## src/rtl/palette_lut.sv

```systemverilog
// Multi-bank runtime-writable colour palette with frame-synchronous bank/fade commit.
// Two-stage lookup: stage 1 reads the entry and latches fade, stage 2 applies brightness.

module palette_fade_ch (
  input  logic [7:0] chan,
  input  logic [7:0] fade,
  output logic [7:0] scaled
);
  logic [8:0]  fade_p1;
  logic [16:0] prod;
  logic        unused_bits;

  // (fade + 1) makes 255 an exact identity and 0 a hard black
  assign fade_p1     = {1'b0, fade} + 9'd1;
  assign prod        = {9'd0, chan} * {8'd0, fade_p1};
  assign scaled      = prod[15:8];
  assign unused_bits = ^{prod[16], prod[7:0]};
endmodule

module palette_lut #(
  parameter  int INDEX_W = 4,
  parameter  int BANKS   = 2,
  localparam int BANK_W  = (BANKS > 1) ? $clog2(BANKS) : 1
) (
  input  logic               i_clk,
  input  logic               i_rst,
  input  logic               i_pix_valid,
  input  logic [INDEX_W-1:0] i_pix_index,
  output logic               o_pix_valid,
  output logic [23:0]        o_pix_rgb,
  input  logic               i_wr_en,
  input  logic [BANK_W-1:0]  i_wr_bank,
  input  logic [INDEX_W-1:0] i_wr_addr,
  input  logic [23:0]        i_wr_data,
  input  logic [BANK_W-1:0]  i_bank_sel,
  input  logic [7:0]         i_fade,
  input  logic               i_frame_start,
  output logic [BANK_W-1:0]  o_active_bank
);
  localparam int DEPTH = 1 << INDEX_W;

  function automatic logic [23:0] reset_rgb(int b, int e);
    logic [23:0] v;
    v = '0;
    if (b == 0) begin
      case (e)
        0:  v = 24'hf9f8f8;  1: v = 24'hadd8e6;  2: v = 24'hd1d0cf;  3: v = 24'he6c8a0;
        4:  v = 24'hdcbe96;  5: v = 24'hc3c2bf;  6: v = 24'hd2b48c;  7: v = 24'hbdbbb9;
        8:  v = 24'h979492;  9: v = 24'h787878; 10: v = 24'h6e6e6e; 11: v = 24'h646464;
        12: v = 24'h55514c; 13: v = 24'h515151; 14: v = 24'h2c2721; 15: v = 24'h010101;
        default: v = '0;
      endcase
    end
    return v;
  endfunction

  logic [23:0]       mem [BANKS][DEPTH];
  logic [BANK_W-1:0] active_bank;
  logic [7:0]        active_fade;
  logic [1:0]        vld_pipe;
  logic [23:0]       s1_rgb;
  logic [7:0]        s1_fade;
  logic [23:0]       faded;

  // Flop-based storage so reset can restore every bank; out-of-range banks match no entry.
  for (genvar b = 0; b < BANKS; b++) begin : g_bank
    for (genvar e = 0; e < DEPTH; e++) begin : g_entry
      always_ff @(posedge i_clk) begin
        if (i_rst)
          mem[b][e] <= reset_rgb(b, e);
        else if (i_wr_en && i_wr_bank == BANK_W'(b) && i_wr_addr == INDEX_W'(e))
          mem[b][e] <= i_wr_data;
      end
    end
  end

  always_ff @(posedge i_clk) begin
    if (i_rst) begin
      active_bank <= '0;
      active_fade <= 8'hff;
    end else if (i_frame_start) begin
      active_fade <= i_fade;
      if (int'(i_bank_sel) < BANKS)
        active_bank <= i_bank_sel;
    end
  end

  always_ff @(posedge i_clk) begin
    if (i_rst) begin
      vld_pipe  <= '0;
      s1_rgb    <= '0;
      s1_fade   <= 8'hff;
      o_pix_rgb <= '0;
    end else begin
      vld_pipe <= {vld_pipe[0], i_pix_valid};
      if (i_pix_valid) begin
        s1_rgb  <= mem[active_bank][i_pix_index];
        s1_fade <= active_fade;
      end
      if (vld_pipe[0])
        o_pix_rgb <= faded;
    end
  end

  for (genvar c = 0; c < 3; c++) begin : g_ch
    palette_fade_ch u_ch (
      .chan   (s1_rgb[c*8 +: 8]),
      .fade   (s1_fade),
      .scaled (faded[c*8 +: 8])
    );
  end

  assign o_pix_valid   = vld_pipe[1];
  assign o_active_bank = active_bank;
endmodule

```

## config.mk

```make
export PLATFORM = sky130hd
export DESIGN_NAME = palette_lut
export DESIGN_NICKNAME = d
export VERILOG_FILES = /design/src/rtl/palette_lut.sv
export SDC_FILE = /design/constraint.sdc
export NUM_CORES = 2
export LEC_CHECK = 0
export ABC_AREA = 1
export CAP_MARGIN = 20
export CORE_AREA = 8 8 270 272
export CTS_BUF_LIST = sky130_fd_sc_hd__clkbuf_4 sky130_fd_sc_hd__clkbuf_8
export DETAILED_ROUTE_END_ITERATION = 10
export DIE_AREA = 0 0 278 280
export HOLD_SLACK_MARGIN = 0.08
export PLACE_DENSITY = 0.81
export SETUP_SLACK_MARGIN = 0.3
export SYNTH_ARGS = -nofsm -noshare
export SYNTH_HDL_FRONTEND = slang
export SYNTH_SLANG_ARGS = --single-unit
export TNS_END_PERCENT = 5
```

## constraint.sdc

```tcl
create_clock -name i_clk -period 11.33 [get_ports i_clk]
set_input_delay 2.266 -clock i_clk [delete_from_list [all_inputs] [get_ports i_clk]]
set_output_delay 2.266 -clock i_clk [all_outputs]
set_load 0.03 [all_outputs]
```

==> flow_metrics.env <==
export IMPL_outcome="complete, no violations"
export IMPL_ios=73
export IMPL_synthCells=4884
export IMPL_cts_clk_slew_worst_paths_ns=0.06
export IMPL_avgSynthCellArea_um2=9.06
export IMPL_die_h_um=280
export IMPL_p_per_area_nw_per_um2=161
export IMPL_drtIter0Drc=5312
export IMPL_cts_tree="done"
export IMPL_cp_end_kind="flip-flop"
export IMPL_synth_nets=5148
export IMPL_grt_pass1_wl_um=193000
export IMPL_maxSlewHeadroom_pct=25.3
export IMPL_fin_area_um2=48300
export IMPL_ant_nets=0
export IMPL_critPathRequiredTime_ns=11.99
export IMPL_fin_nets=5116
export IMPL_wl_met3_um=16400
export IMPL_clockBufferDepth=3
export IMPL_hold_violations=0
export IMPL_netlist_area_um2=44200
export IMPL_synth_seq_area_share_pct=55.2
export IMPL_grt_total_usage_pct=32.0
export IMPL_dieArea_um2=77800
export IMPL_die_x_um=278
export IMPL_dpl_cell_area_um2=45100
export IMPL_setup_violations=0
export IMPL_overflow=0
export IMPL_clkLatencyLatePin_ns=0.79
export IMPL_arrival_ns=6.57
export IMPL_worstSetupStartpointType="flip-flop"
export IMPL_final_util_pct=70.1
export IMPL_hold_class="flip-flop to flip-flop"
export IMPL_synthTopCellsByArea="edfxtp_1, nand2_1, nand3_1"
export IMPL_initial_utilization_pct=64.2
export IMPL_multi_input_area_um2=16800
export IMPL_drive_gt1_share_pct=7.47
export IMPL_drv_cap=0
export IMPL_final_cells=5845
export IMPL_antenna_found_initial=3
export IMPL_wl_per_cell_um=21.9
export IMPL_yosys_area_top_type="edfxtp_1"
export IMPL_fin_tns_setup_ns=0
export IMPL_crit_type="flip-flop to flip-flop"
export IMPL_yosys_warnings=0
export IMPL_vdd_drop_max_mv=0.121
export IMPL_power_leakage_nw=20.2
export IMPL_maxSlewViolCount=0
export IMPL_post_cts_buffers=0
export IMPL_seq_area_um2=24400
export IMPL_rsz0062_at_grt="no"
export IMPL_fmax_mhz=169
export IMPL_synth_seq_cells=836
export IMPL_htree_levels=4
export IMPL_cts_inserted_buffers=137
export IMPL_dpl_hpwl_um=76900
export IMPL_wl_met1_um=43900
export IMPL_grt_max_degree=199
export IMPL_synth_cell_types=35
export IMPL_grt_pass1_vias=34000
export IMPL_cp_max_fo=19
export IMPL_cts_resized=0
export IMPL_met2WireLength_um=58700
export IMPL_post_route_drc_count=0
export IMPL_fin_skew_ns=0.0295
export IMPL_num_vias=35500
export IMPL_io_buffers=72
export IMPL_top_layer="met5"
export IMPL_postRouteWirelength_um=128000
export IMPL_period_share_pct=52.2
export IMPL_gp_congestion=0.958
export IMPL_cts_hold_buf=0
export IMPL_via_per_inst=6.07
export IMPL_fillCellCount=5114
export IMPL_tightestPinTransition_ns=1.12
export IMPL_cts_sinks=836
export IMPL_core_um2=68900
export IMPL_drtPass1Iterations=9
export IMPL_post_place_cells=5581
export IMPL_synth_top_area_share_pct=52.1
export IMPL_period_minus_slack_ns=5.91
export IMPL_cts_root_buffer="clkbuf_8"
export IMPL_whs_ns=0.460
export IMPL_syn2layout_area_growth_pct=9.21
export IMPL_num_rows=97
## per-stage QoR
step                worst slack [ns]  power, mW
finish                          5.42       7.79
global route                    4.99       8.12
CTS                             5.49       7.76
detailed placement              5.50       5.18
global placement                5.57       5.13
floorplan                       6.62       4.71
## cells in the mapped netlist
master    number
nand3_1      669
nand4_1        2
nor2_4         9
fa_1         120
clkinv_1       2
buf_2        109
o21ai_0       61
o21ai_1       26
buf_4         41
a31oi_1        5
or2_4          2
inv_1        305
nand2_1     1428
a21o_1         4
nor2_1       813
nand3b_1       2
ha_1          97
inv_2         24
xor2_1         8
o21bai_1       4
nor4_1         6
nor2_2        12
nor3_1         3
o211ai_1       1
inv_4          1
buf_1          7
nand2_2        4
clkbuf_1     155
xnor2_1        6
or2_1          2
dfxtp_1       68
edfxtp_1     768
o21a_1         3
buf_6         23
a21oi_1       94
## final timing paths
check / to / cells past startpoint / from / slack (ns)
setup reg to reg: o_pix_rgb[13]$_SDFFE_PP0P_ / 23 / s1_fade[0]$_SDFFE_PP1P_ / 5.42
setup / recovery: o_pix_rgb[13]$_SDFFE_PP0P_ / 23 / s1_fade[0]$_SDFFE_PP1P_ / 5.42
hold / removal: active_fade[2]$_SDFFE_PP1P_ / 2 / active_fade[2]$_SDFFE_PP1P_ / 0.46
hold reg to reg: active_fade[2]$_SDFFE_PP1P_ / 2 / active_fade[2]$_SDFFE_PP1P_ / 0.46
## sequential cells by signal, indices dropped and copies added (netlist names), named ones only
register and cells:
mem 768, o_pix_rgb 24, s1_rgb 24, active_fade 8, s1_fade 8, vld_pipe 2, o_active_bank 1
## routing by layer
layer | vias up | global-route usage [%]
met2 | 2554 | 50.4
met5 | - | 0
li1 | 15800 | -
met1 | 16600 | 40.3
met4 | 2 | 20.6
met3 | 515 | 7.15
## where the power goes
part / internal [mW] / switching (mW) / total [mW]
Sequential: 3.54 / 0.0732 / 3.62
Combinational: 0.487 / 1.06 / 1.55
Clock: 1.42 / 1.21 / 2.63
## area by class of cell
| type | instances | share of cell area (%) |
|---|---|---|
| diodes | 3 | 0.0155 |
| clock buffers | 192 | 4.82 |
| clock inverters | 46 | 0.705 |
| inverters | 332 | 2.62 |
| multi-input cells | 3381 | 34.9 |
| flip-flops and latches | 836 | 50.6 |
| well taps | 891 | 2.31 |
| repair buffers | 164 | 4.08 |
## placed cells by master (no fill, tap or decap), types with 21 or more instances in the layout
| cell | count |
|---|---|
| a21oi_1 | 94 |
| buf_16 | 21 |
| buf_4 | 54 |
| clkbuf_4 | 50 |
| clkbuf_8 | 142 |
| clkdlybuf4s50_1 | 68 |
| clkinv_1 | 21 |
| dfxtp_1 | 67 |
| edfxtp_1 | 768 |
| fa_1 | 120 |
| ha_1 | 97 |
| inv_1 | 304 |
| inv_2 | 23 |
| nand2_1 | 1428 |
| nand3_1 | 669 |
| nor2_1 | 813 |
| o21ai_0 | 60 |
| o21ai_1 | 26 |
## cell families after synthesis
logic type / after synthesis / share of synthesized area, %
buf+inv: 667 / 6.71
fa+ha+maj: 217 / 8.18
simple gates: 2952 / 27.3
xor+xnor: 14 / 0.277
compound gates: 198 / 2.32
flops: 836 / 55.2
## critical path: stages (launching register included)
cell and delay [ns]:
dfxtp_1 0.83, ha_1 0.30, nand2_1 0.07, nor2_2 0.20
inv_1 0.12, o21ai_1 0.16, nand2_2 0.31, inv_1 0.34
nand2_1 0.13, fa_1 0.55, inv_1 0.06, fa_1 0.49
fa_1 0.49, inv_1 0.05, fa_1 0.47, inv_1 0.04
ha_1 0.35, nand2_1 0.14, o21ai_0 0.27, nand2_1 0.11
nand4_1 0.10, nand2_1 0.05, nor2_1 0.11, nor2_1 0.04
No activity file was read; power rests on OpenSTA's default activity.
